## src/rtl/pipe_control_unit.sv

```systemverilog
// Decode-stage control unit: registered control bundle, load-use stall,
// branch flush and multi-cycle divide occupancy of EX.
module pipe_control_unit #(
  parameter int FUNC_W     = 5,
  parameter int REG_W      = 4,
  parameter int DIV_CYCLES = 4
) (
  input  logic              clk,
  input  logic              rst,
  input  logic              in_valid,
  input  logic [1:0]        instruction_type,
  input  logic [FUNC_W-1:0] func,
  input  logic [REG_W-1:0]  rs1,
  input  logic [REG_W-1:0]  rs2,
  input  logic              ex_mem_read,
  input  logic [REG_W-1:0]  ex_rd,
  input  logic              branch_taken,
  output logic              in_ready,
  output logic              out_valid,
  output logic              BranchB,
  output logic              BranchI,
  output logic              BranchNI,
  output logic              MemToReg,
  output logic              MemRead,
  output logic              MemWrite,
  output logic              ALUSrc,
  output logic              RegWrite,
  output logic              RegSrc2,
  output logic              RegSrc1,
  output logic [2:0]        ALUOp,
  output logic [1:0]        ImmSrc,
  output logic              illegal,
  output logic              busy
);

  localparam int CW = $clog2(DIV_CYCLES + 1);

  typedef struct packed {
    logic       valid;
    logic       bb;
    logic       bi;
    logic       bni;
    logic       m2r;
    logic       mr;
    logic       mw;
    logic       alusrc;
    logic       rw;
    logic       rsrc2;
    logic       rsrc1;
    logic [2:0] aluop;
    logic [1:0] imm;
    logic       ill;
  } ctrl_t;

  typedef enum logic {RUN, DIV_BUSY} state_t;

  state_t        state, state_n;
  logic [CW-1:0] cnt, cnt_n;
  ctrl_t         dec, ctrl_n, ctrl_q;
  logic [4:0]    f;
  logic          bad;
  logic          rs2_used;
  logic          hazard;
  logic          is_div;

  assign f = func[4:0];

  always_comb begin
    dec      = '0;
    bad      = 1'b0;
    rs2_used = 1'b0;
    unique case (1'b1)
      (instruction_type == 2'b00): begin
        dec.alusrc = 1'b1;
        dec.imm    = 2'b01;
        if (f[4]) begin
          dec.mw   = 1'b1;
          rs2_used = 1'b1;
        end else begin
          dec.mr  = 1'b1;
          dec.m2r = 1'b1;
          dec.rw  = 1'b1;
        end
      end
      (instruction_type == 2'b01): begin
        dec.rw = 1'b1;
        if (!f[4]) begin
          rs2_used  = 1'b1;
          dec.aluop = {1'b0, f[1:0]};
          bad       = (f[3:2] != 2'b00);
        end else begin
          dec.alusrc = 1'b1;
          dec.imm    = 2'b10;
          dec.aluop  = {1'b0, f[1:0]};
          bad        = (f[3:2] != 2'b01);
        end
      end
      (instruction_type == 2'b10): begin
        dec.aluop = 3'b001;
        dec.rsrc1 = 1'b1;
        dec.rsrc2 = 1'b1;
        rs2_used  = f[4];
        unique case (f[4:3])
          2'b00:   dec.bb  = 1'b1;
          2'b10:   dec.bi  = 1'b1;
          2'b11:   dec.bni = 1'b1;
          default: bad     = 1'b1;
        endcase
      end
      default: bad = 1'b1;
    endcase
    // Undecodable: a valid slot carrying no side effects.
    if (bad) begin
      dec     = '0;
      dec.ill = 1'b1;
    end
    dec.valid = 1'b1;
  end

  assign hazard = ex_mem_read && (ex_rd != '0) &&
                  ((ex_rd == rs1) || ((ex_rd == rs2) && rs2_used));
  assign is_div = !dec.ill && (dec.aluop == 3'b011);

  always_comb begin
    state_n  = state;
    cnt_n    = cnt;
    ctrl_n   = '0;
    in_ready = 1'b0;
    busy     = 1'b0;
    case (state)
      RUN: begin
        in_ready = !hazard || branch_taken;
        if (in_valid && !branch_taken && !hazard) begin
          ctrl_n = dec;
          if (is_div && (DIV_CYCLES > 1)) begin
            state_n = DIV_BUSY;
            cnt_n   = CW'(DIV_CYCLES - 1);
          end
        end
      end
      DIV_BUSY: begin
        busy = 1'b1;
        if (cnt <= CW'(1)) begin
          state_n = RUN;
          cnt_n   = '0;
        end else begin
          cnt_n = cnt - CW'(1);
        end
      end
      default: state_n = RUN;
    endcase
  end

  always_ff @(posedge clk or posedge rst) begin
    if (rst) begin
      state  <= RUN;
      cnt    <= '0;
      ctrl_q <= '0;
    end else begin
      state  <= state_n;
      cnt    <= cnt_n;
      ctrl_q <= ctrl_n;
    end
  end

  assign out_valid = ctrl_q.valid;
  assign BranchB   = ctrl_q.bb;
  assign BranchI   = ctrl_q.bi;
  assign BranchNI  = ctrl_q.bni;
  assign MemToReg  = ctrl_q.m2r;
  assign MemRead   = ctrl_q.mr;
  assign MemWrite  = ctrl_q.mw;
  assign ALUSrc    = ctrl_q.alusrc;
  assign RegWrite  = ctrl_q.rw;
  assign RegSrc2   = ctrl_q.rsrc2;
  assign RegSrc1   = ctrl_q.rsrc1;
  assign ALUOp     = ctrl_q.aluop;
  assign ImmSrc    = ctrl_q.imm;
  assign illegal   = ctrl_q.ill;

endmodule

```

## config.mk

```make
export PLATFORM = sky130hd
export DESIGN_NAME = pipe_control_unit
export DESIGN_NICKNAME = d
export VERILOG_FILES = /design/src/rtl/pipe_control_unit.sv
export SDC_FILE = /design/constraint.sdc
export NUM_CORES = 1
export LEC_CHECK = 0
export CAP_MARGIN = 20
export CORE_MARGIN = 5
export CORE_UTILIZATION = 42
export DETAILED_ROUTE_END_ITERATION = 10
export GPL_ROUTABILITY_DRIVEN = 0
export PLACE_DENSITY_LB_ADDON = 0.25
export SKIP_CTS_REPAIR_TIMING = 1
export SLEW_MARGIN = 0
export SYNTH_ARGS = -nofsm -noshare
export SYNTH_HDL_FRONTEND = slang
export SYNTH_SLANG_ARGS = --single-unit
```

## constraint.sdc

```tcl
create_clock -name clk -period 2 [get_ports clk]
set_input_delay 0.2 -clock clk [delete_from_list [all_inputs] [get_ports clk]]
set_output_delay 0.2 -clock clk [all_outputs]
set_load 0.005 [all_outputs]
```

==> results of run 1 <==
-- cell type report --
type,count,area share [%]
flip-flops and latches,18,27.9
inverters,7,1.63
clock buffers,3,1.40
repair buffers,59,33.6
multi-input cells,70,33.1
well taps,30,2.33
-- metal layers --
layer / GRT usage, % / part of all wire, % / routed length [um] / vias to the layer above
li1: - / - / - / 467
met1: 17.4 / 39 / 1030 / 472
met2: 28.4 / 52 / 1380 / 37
met3: 2.59 / 6.8 / 181 / 4
met4: 8.54 / 2.3 / 60 / 0
met5: 0 / 0 / 0 / -
-- flip-flops by register name, summed over array words and instances (netlist names) --
register,flops
ImmSrc,2
BranchNI,1
state,1
RegSrc1,1
MemWrite,1
ALUOp,2
cnt,3
MemToReg,1
BranchI,1
BranchB,1
illegal,1
out_valid,1
ALUSrc,1
RegWrite,1
-- cell usage in the layout (no fill, tap or decap), types with 2 or more instances in the layout --
master / count
clkdlybuf4s50_1: 39
dfrtp_1: 18
buf_4: 18
nor4_1: 7
nand2_1: 7
inv_1: 6
xor2_1: 5
o21ai_0: 5
ha_1: 5
xnor2_1: 4
nor2_1: 4
nor3_1: 3
a21oi_1: 3
nand3_1: 3
clkbuf_4: 3
a21o_1: 2
nand2b_1: 2
nor3b_1: 2
ha_2: 2
-- worst max-delay path, cell delays in order --
cell and delay, ns:
clkdlybuf4s50_1 0.50, buf_4 0.13, ha_1 0.17, nor2_1 0.05, nor4_1 0.33, a2bb2o_2 0.25, a21oi_2 0.06, clkbuf_2 0.12
-- power groups by stage --
stage / Combinational [mW] / Sequential [mW] / Clock [mW]
detailed placement: 0.227 / 0.396 / 0
CTS: 0.228 / 0.389 / 0.173
floorplan: 0.108 / 0.395 / 0
global placement: 0.213 / 0.395 / 0
global route: 0.255 / 0.391 / 0.188
finish: 0.231 / 0.388 / 0.169
-- cells by family after synthesis --
family | count (synthesis) | synth area share, %
AO/OA/AOI/OAI | 16 | 11.0
XOR/XNOR | 9 | 7.47
adder cells (fa/ha/maj) | 7 | 8.30
buffers and inverters | 17 | 8.66
flip-flops | 18 | 42.7
multiplexers | 1 | 0.949
other | 1 | 0.356
AND/OR/NAND/NOR | 36 | 20.5
-- worst paths after layout --
path,startpoint,end,slack (ns),depth (start not counted)
max,instruction_type[0],in_ready,-0.009,8
min,rst,cnt[0]$_DFFE_PP0P_,0.31,2
max reg2reg,state$_DFF_PP0_,RegWrite$_DFF_PP0_,0.34,3
min reg2reg,cnt[2]$_DFFE_PP0P_,state$_DFF_PP0_,0.59,2
max in group asynchronous,rst,BranchNI$_DFF_PP0_,1.26,2
min in group clk,func[1],ALUOp[1]$_DFF_PP0_,0.55,3
-- through the flow --
step	hold WS (ns)	worst slack [ns]	cell area [um^2]
2_1_floorplan	0.139	0.321	1050
3_3_place_gp	0.561	-0.421	1570
3_5_place_dp	0.565	-0.475	1570
4_1_cts	0.321	-0.490	1600
5_1_grt	0.409	-0.0759	1610
6_report	0.307	-0.00935	1610
==> results.sh, run 1 <==
export IMPL_status="finished, violations left"
export IMPL_violations="negative setup slack"
export IMPL_synth_nets=136
export IMPL_cts_path_max_buffers=2
export IMPL_combPwrFrac_pct=29.3
export IMPL_dr_pass1_iters=4
export IMPL_htreeDepth=1
export IMPL_worstSetupPathType="in -> out"
export IMPL_synth_edf_count=0
export IMPL_switching_share_pct=26.9
export IMPL_fin_skew_ns=0.00555
export IMPL_fmaxAchievable_mhz=498
export IMPL_nFillCells=209
export IMPL_synth_area_per_cell_um2=10.0
export IMPL_layout_cells_non_filler=187
export IMPL_hold_viol_final=0
export IMPL_cts_tree="done"
export IMPL_synthCells=105
export IMPL_rows=18
export IMPL_clkLatencyLatePin_ns=0.28
export IMPL_cts_root_buf="clkbuf_4"
export IMPL_worstPathArrival_ns=1.81
export IMPL_synth_async_reset_ratio_pct=100
export IMPL_yosysSeqAreaShare_pct=42.7
export IMPL_antenna_cells=0
export IMPL_period_minus_slack_ns=2.01
export IMPL_synth_most_common_cell="dfrtp_1"
export IMPL_die_width_um=60.1
export IMPL_drt_iter0_markers=17
export IMPL_yosys_top_cells_area="dfrtp_1, ha_1, nor4_1, xor2_1, xnor2_1"
export IMPL_hp_class="in -> async"
export IMPL_grt_max_degree=19
export IMPL_crit_required_ns=1.80
export IMPL_areaGrowthSynthToFinish_pct=53.0
export IMPL_grt_overflow=0
export IMPL_power_frac_seq_pct=49.2
export IMPL_fin_util_pct=66.4
export IMPL_portBuffers=41
export IMPL_grt_use_total_pct=15.8
export IMPL_grt_pass1_wl_um=4280
export IMPL_nets=190
export IMPL_switching_power_uw=212
export IMPL_cts_sinks=18
export IMPL_antenna_found_initial=0
export IMPL_placedCellCount=184
export IMPL_multi_input_area_um2=534
export IMPL_cts_clk_slew_worst_paths_ns=0.09
export IMPL_vias_per_cell=5.24
export IMPL_io_pins=43
export IMPL_drive_above_1_share_pct=21.0
export IMPL_yosysTopAreaCell="dfrtp_1"
export IMPL_power_uw=789
export IMPL_drc=0
export IMPL_vias=980
export IMPL_peakVddDrop_v=0.000322
export IMPL_cts_buffers_inserted=3
export IMPL_cp_max_fo=2
export IMPL_die_height_um=60.1
export IMPL_start_util_pct=43.4
export IMPL_regArea_um2=450
export IMPL_post_dp_hpwl_um=2090
export IMPL_wirelength_um=2650
export IMPL_power_internal_uw=577
export IMPL_synth_distinct_cells=32
export IMPL_power_share_clock_pct=21.5
export IMPL_tns_ns=-0.00935
export IMPL_leakage_nw=0.716
export IMPL_fin_ws_ns=-0.00935
export IMPL_synth_commonest_cells="dfrtp_1, nor4_1, ha_1, inv_1, nand2_1"
export IMPL_netlist_area_leader_share_pct=42.7
export IMPL_finalMaxSlewViolations=0
export IMPL_end_kind="primary output"
export IMPL_grt_setup_unrepaired="yes"
export IMPL_cap_violations=0
export IMPL_cp_start_kind="input pin"
export IMPL_slew_headroom_pct=54.9
export IMPL_ant_nets=0
export IMPL_core_region_area_um2=2430
export IMPL_yosys_most_used_dff="dfrtp_1"
export IMPL_p_per_area_nw_per_um2=489
export IMPL_ys_ff_latch=18
export IMPL_wl_per_cell_um=14.2
export IMPL_finalSetupViolCount=1
export IMPL_syn_area_um2=1050
export IMPL_worst_pin_slew_ns=0.676
export IMPL_die_area_um2=3610
export IMPL_fin_crit_sh_pct=100
export IMPL_grt_pass1_vias=1009
export IMPL_yosys_warnings=0
Power figures use the tool's default switching activity.
==> run 2, diff against run 1 <==
GPL_TIMING_DRIVEN = 0   (was not set)
==> run 2 against run 1 <==
Against the previous run: the flow now finishes without violations; non-clock buffer count decreased by 9; wire length decreased by 11%; sequential power about the same; power increased by 5.0%; critical endpoint unchanged; fmax increased by 4.2%; via count decreased by 4.9%.
==> results.sh, run 2 (synthesized netlist as in run 1, its figures left out) <==
export IMPL_fin_crit_sh_pct=96.5
export IMPL_hp_class="in -> async"
export IMPL_post_dp_hpwl_um=1850
export IMPL_cts_tree="done"
export IMPL_finalSetupViolCount=0
export IMPL_hold_viol_final=0
export IMPL_dr_pass1_iters=4
export IMPL_status="complete, no violations"
export IMPL_holdWs_ns=0.278
export IMPL_cp_max_fo=10
export IMPL_vias_per_cell=5.21
export IMPL_wirelength_um=2360
export IMPL_worstSetupPathType="in -> out"
export IMPL_cp_start_kind="input pin"
export IMPL_antenna_found_initial=0
export IMPL_grt_max_degree=19
export IMPL_fin_ws_ns=0.0710
export IMPL_layout_cells_non_filler=179
export IMPL_cts_sinks=18
export IMPL_cts_buffers_inserted=3
export IMPL_drt_iter0_markers=13
export IMPL_die_height_um=60.1
export IMPL_largest_reg_flops=3
export IMPL_leakage_nw=0.725
export IMPL_slew_headroom_pct=56.6
export IMPL_io_pins=43
export IMPL_r2r_cells=4
export IMPL_grt_use_total_pct=14.2
export IMPL_nFillCells=199
export IMPL_start_util_pct=43.4
export IMPL_peakVddDrop_v=0.000259
export IMPL_grt_pass1_vias=928
export IMPL_antenna_cells=0
export IMPL_fmaxAchievable_mhz=518
export IMPL_vias=932
export IMPL_regArea_um2=450
export IMPL_regMostFlops="cnt"
export IMPL_end_kind="primary output"
export IMPL_core_region_area_um2=2430
export IMPL_finalMaxSlewViolations=0
export IMPL_grt_overflow=0
export IMPL_areaGrowthSynthToFinish_pct=52.0
export IMPL_cts_path_max_buffers=2
export IMPL_die_area_um2=3610
export IMPL_period_minus_slack_ns=1.93
export IMPL_combPwrFrac_pct=25.5
export IMPL_final_common_cell="clkdlybuf4s50_1"
export IMPL_r2r_end="MemToReg$_DFF_PP0_"
export IMPL_drc=0
export IMPL_power_internal_uw=604
export IMPL_nets=181
export IMPL_layout_common_cells="clkdlybuf4s50_1, dfrtp_1, nand2_1, nor4_1"
export IMPL_pre_cts_ws_ns=-0.848
export IMPL_clkLatencyLatePin_ns=0.30
export IMPL_fin_skew_ns=0.00459
export IMPL_grt_pass1_wl_um=3930
export IMPL_die_width_um=60.1
export IMPL_p_per_area_nw_per_um2=517
export IMPL_switching_power_uw=225
export IMPL_ff2ff_setup_slack_ns=0.16
export IMPL_cap_violations=0
export IMPL_ant_nets=0
export IMPL_multi_input_area_um2=569
export IMPL_portBuffers=41
export IMPL_placedCellCount=176
export IMPL_drive_above_1_share_pct=16.8
export IMPL_worstPathArrival_ns=1.73
export IMPL_r2r_start="state$_DFF_PP0_"
export IMPL_switching_share_pct=27.1
export IMPL_rows=18
export IMPL_power_share_clock_pct=27.5
export IMPL_power_frac_seq_pct=46.9
export IMPL_crit_required_ns=1.80
export IMPL_cts_clk_slew_worst_paths_ns=0.11
export IMPL_worst_pin_slew_ns=0.650
export IMPL_htreeDepth=1
export IMPL_wl_per_cell_um=13.2
export IMPL_cts_root_buf="clkbuf_4"
## run 2: cell types whose count changed in the layout (fill, tap and decap cells not counted), sizes merged
cell           previous run  this run
buf                      18         7
clkbuf                    4         8
clkdlybuf4s50            39        33
dlymetal6s2s              1         6
## run 2: routing by layer
metal / vias up / routed length (um) / GRT usage, %
met5: - / 0 / 0
met4: 0 / 46 / 7.59
met3: 4 / 185 / 2.16
met2: 38 / 1210 / 24.8
met1: 447 / 915 / 16.5
li1: 443 / - / -
## run 2: how the worst max path moves through the flow
stage | startpoint | endpoint | cells after the start
2_1_floorplan | instruction_type[0] | in_ready | 8
3_3_place_gp | instruction_type[0] | in_ready | 10
3_5_place_dp | instruction_type[0] | in_ready | 10
4_1_cts | instruction_type[0] | in_ready | 10
5_1_grt | rs2[1] | in_ready | 8
6_report | rs2[1] | in_ready | 8
## run 2: worst max-delay path, stage by stage
cell	delay (ns)
clkdlybuf4s50_1	0.41
xor2_1	0.15
nor4_2	0.33
a2bb2o_4	0.17
buf_6	0.13
buf_6	0.15
a21oi_2	0.06
buf_2	0.13
## run 2: cell type report
cell class | count | area share [%]
Inverter | 7 | 1.64
Timing Repair Buffer | 41 | 25.9
Tap cell | 30 | 2.34
Clock buffer | 4 | 2.26
Multi-Input combinational cell | 70 | 35.5
Sequential cell | 18 | 28.1
Buffer | 9 | 4.22
## run 2: through the flow
step                      utilization, %  area, um^2  power, mW  setup TNS, ns
after floorplan                        -        1050      0.503              0
after global routing                65.9        1600      0.863        -0.0253
after detailed placement            61.8        1500      0.595          -6.08
after global placement              61.8        1500      0.585          -4.97
final                               65.9        1600      0.829              0
after CTS                           63.3        1540      0.813          -1.11
## run 2: power by group through the flow
stage	sequential, mW	combinational [mW]	clock, mW
floorplan	0.395	0.108	0
global placement	0.395	0.191	0
detailed placement	0.396	0.199	0
CTS	0.389	0.201	0.223
global route	0.391	0.237	0.235
finish	0.389	0.211	0.228
==> run 3, diff against run 2 <==
==> constraint.sdc (replaced) <==
create_clock -name clk -period 2 [get_ports clk]
set_input_delay 0.2 -clock clk [delete_from_list [all_inputs] [get_ports clk]]
set_output_delay 0.2 -clock clk [all_outputs]
set_load 0.01 [all_outputs]
==> run 3 against run 2 <==
Against the previous run: count of clock-buffer cells in the layout is the same; combinational power increased by 4%; critical path depth did not move.
==> results.sh, run 3 (synthesized netlist as in run 1, its figures left out) <==
export IMPL_drc=0
export IMPL_worstSetupPathType="in -> out"
export IMPL_finalMaxSlewViolations=0
export IMPL_portBuffers=41
export IMPL_nets=182
export IMPL_start_util_pct=43.4
export IMPL_grt_setup_unrepaired="no"
export IMPL_hp_class="in -> async"
export IMPL_holdWs_ns=0.289
export IMPL_grt_max_degree=19
export IMPL_fin_skew_ns=0.000455
export IMPL_clkLatencyLatePin_ns=0.29
export IMPL_core_region_area_um2=2430
export IMPL_htreeDepth=1
export IMPL_io_pins=43
export IMPL_cts_root_buf="clkbuf_4"
export IMPL_crit_cells=8
export IMPL_period_minus_slack_ns=1.92
export IMPL_grt_pass1_vias=928
export IMPL_peakVddDrop_v=0.000265
export IMPL_regMostFlops="cnt"
export IMPL_ant_nets=0
export IMPL_largest_reg_flops=3
export IMPL_die_width_um=60.1
export IMPL_drt_iter0_markers=4
export IMPL_cts_path_max_buffers=2
export IMPL_end_kind="primary output"
export IMPL_final_common_cell="clkdlybuf4s50_1"
export IMPL_post_dp_hpwl_um=1850
export IMPL_status="complete, no violations"
export IMPL_fin_crit_sh_pct=96.1
export IMPL_die_area_um2=3610
export IMPL_antenna_found_initial=0
export IMPL_wirelength_um=2360
export IMPL_cts_tree="done"
export IMPL_crit_buf_inv=4
export IMPL_layout_common_cells="clkdlybuf4s50_1, dfrtp_1, nand2_1, nor4_1, inv_1"
export IMPL_power_uw=833
export IMPL_cts_buffers_inserted=3
export IMPL_vias_per_cell=5.12
export IMPL_fmaxAchievable_mhz=520
export IMPL_crit_required_ns=1.80
export IMPL_cap_violations=0
export IMPL_cp_max_fo=10
export IMPL_wl_per_cell_um=13.1
export IMPL_crit_chain="clkdlybuf4s50_1 > xor2_1 > nor4_2 > a2bb2o_4 > buf_6 > buf_6 > a21oi_2 > buf_2"
export IMPL_die_height_um=60.1
export IMPL_slew_headroom_pct=56.2
export IMPL_nFillCells=197
export IMPL_vias=922
export IMPL_grt_overflow=0
export IMPL_grt_use_total_pct=14.2
export IMPL_worst_path_most_repeated_cell="buf_6"
export IMPL_areaGrowthSynthToFinish_pct=53.9
export IMPL_finalSetupViolCount=0
export IMPL_rows=18
export IMPL_cts_clk_slew_worst_paths_ns=0.10
export IMPL_cp_slowest_cell="clkdlybuf4s50_1"
export IMPL_p_per_area_nw_per_um2=513
export IMPL_worstPathArrival_ns=1.72
export IMPL_dr_pass1_iters=4
export IMPL_cpPeakStageDelay_ns=0.41
export IMPL_cp_start_kind="input pin"
export IMPL_hold_viol_final=0
export IMPL_cts_sinks=18
export IMPL_drive_above_1_share_pct=18.0
export IMPL_leakage_nw=0.724
export IMPL_r2r_cells=4
export IMPL_worst_pin_slew_ns=0.656
export IMPL_fin_util_pct=66.7
export IMPL_antenna_cells=0
export IMPL_grt_pass1_wl_um=3930
export IMPL_critPathTopFamily="buffers and inverters"
run 3: layout make-up:
class / count / area [um^2] / area share [%]
inverter: 7 / 26.3 / 1.62
sequential: 18 / 450 / 27.8
multi-input combinational: 70 / 589 / 36.3
buffer: 9 / 67.6 / 4.16
clock buffer: 4 / 36.3 / 2.24
timing repair buffer: 42 / 415 / 25.6
tap: 30 / 37.5 / 2.31
run 3: worst paths after layout:
kind	from	slack, ns	to
worst max register to register	state$_DFF_PP0_	0.18	MemToReg$_DFF_PP0_
min in group clk	func[4]	0.32	MemWrite$_DFF_PP0_
worst min register to register	cnt[2]$_DFFE_PP0P_	0.61	state$_DFF_PP0_
worst min-delay path	rst	0.29	ImmSrc[1]$_DFF_PP0_
worst max-delay path	rs2[1]	0.08	in_ready
max in group asynchronous	rst	1.30	state$_DFF_PP0_
run 3: metrics by stage:
stage	setup TNS [ns]	worst slack [ns]	std cells	cell area [um^2]
6_report	0	0.0773	180	1620
5_1_grt	0	0.00850	180	1620
4_1_cts	-1.14	-0.909	180	1540
3_5_place_dp	-6.12	-0.883	176	1500
3_3_place_gp	-5.01	-0.840	176	1500
2_1_floorplan	0	0.250	105	1050
run 3: power breakdown:
group | switching (mW) | internal (mW)
registers | 0.00862 | 0.380
clock network | 0.113 | 0.111
logic | 0.105 | 0.115
run 3: routing by layer:
layer	routed length, um	up-vias	global-route usage, %	part of all wire [%]
met4	46	0	7.59	1.9
met1	910	439	16.5	39
met2	1230	35	24.8	52
met5	0	-	0	0
li1	-	444	-	-
met3	174	4	2.16	7.4
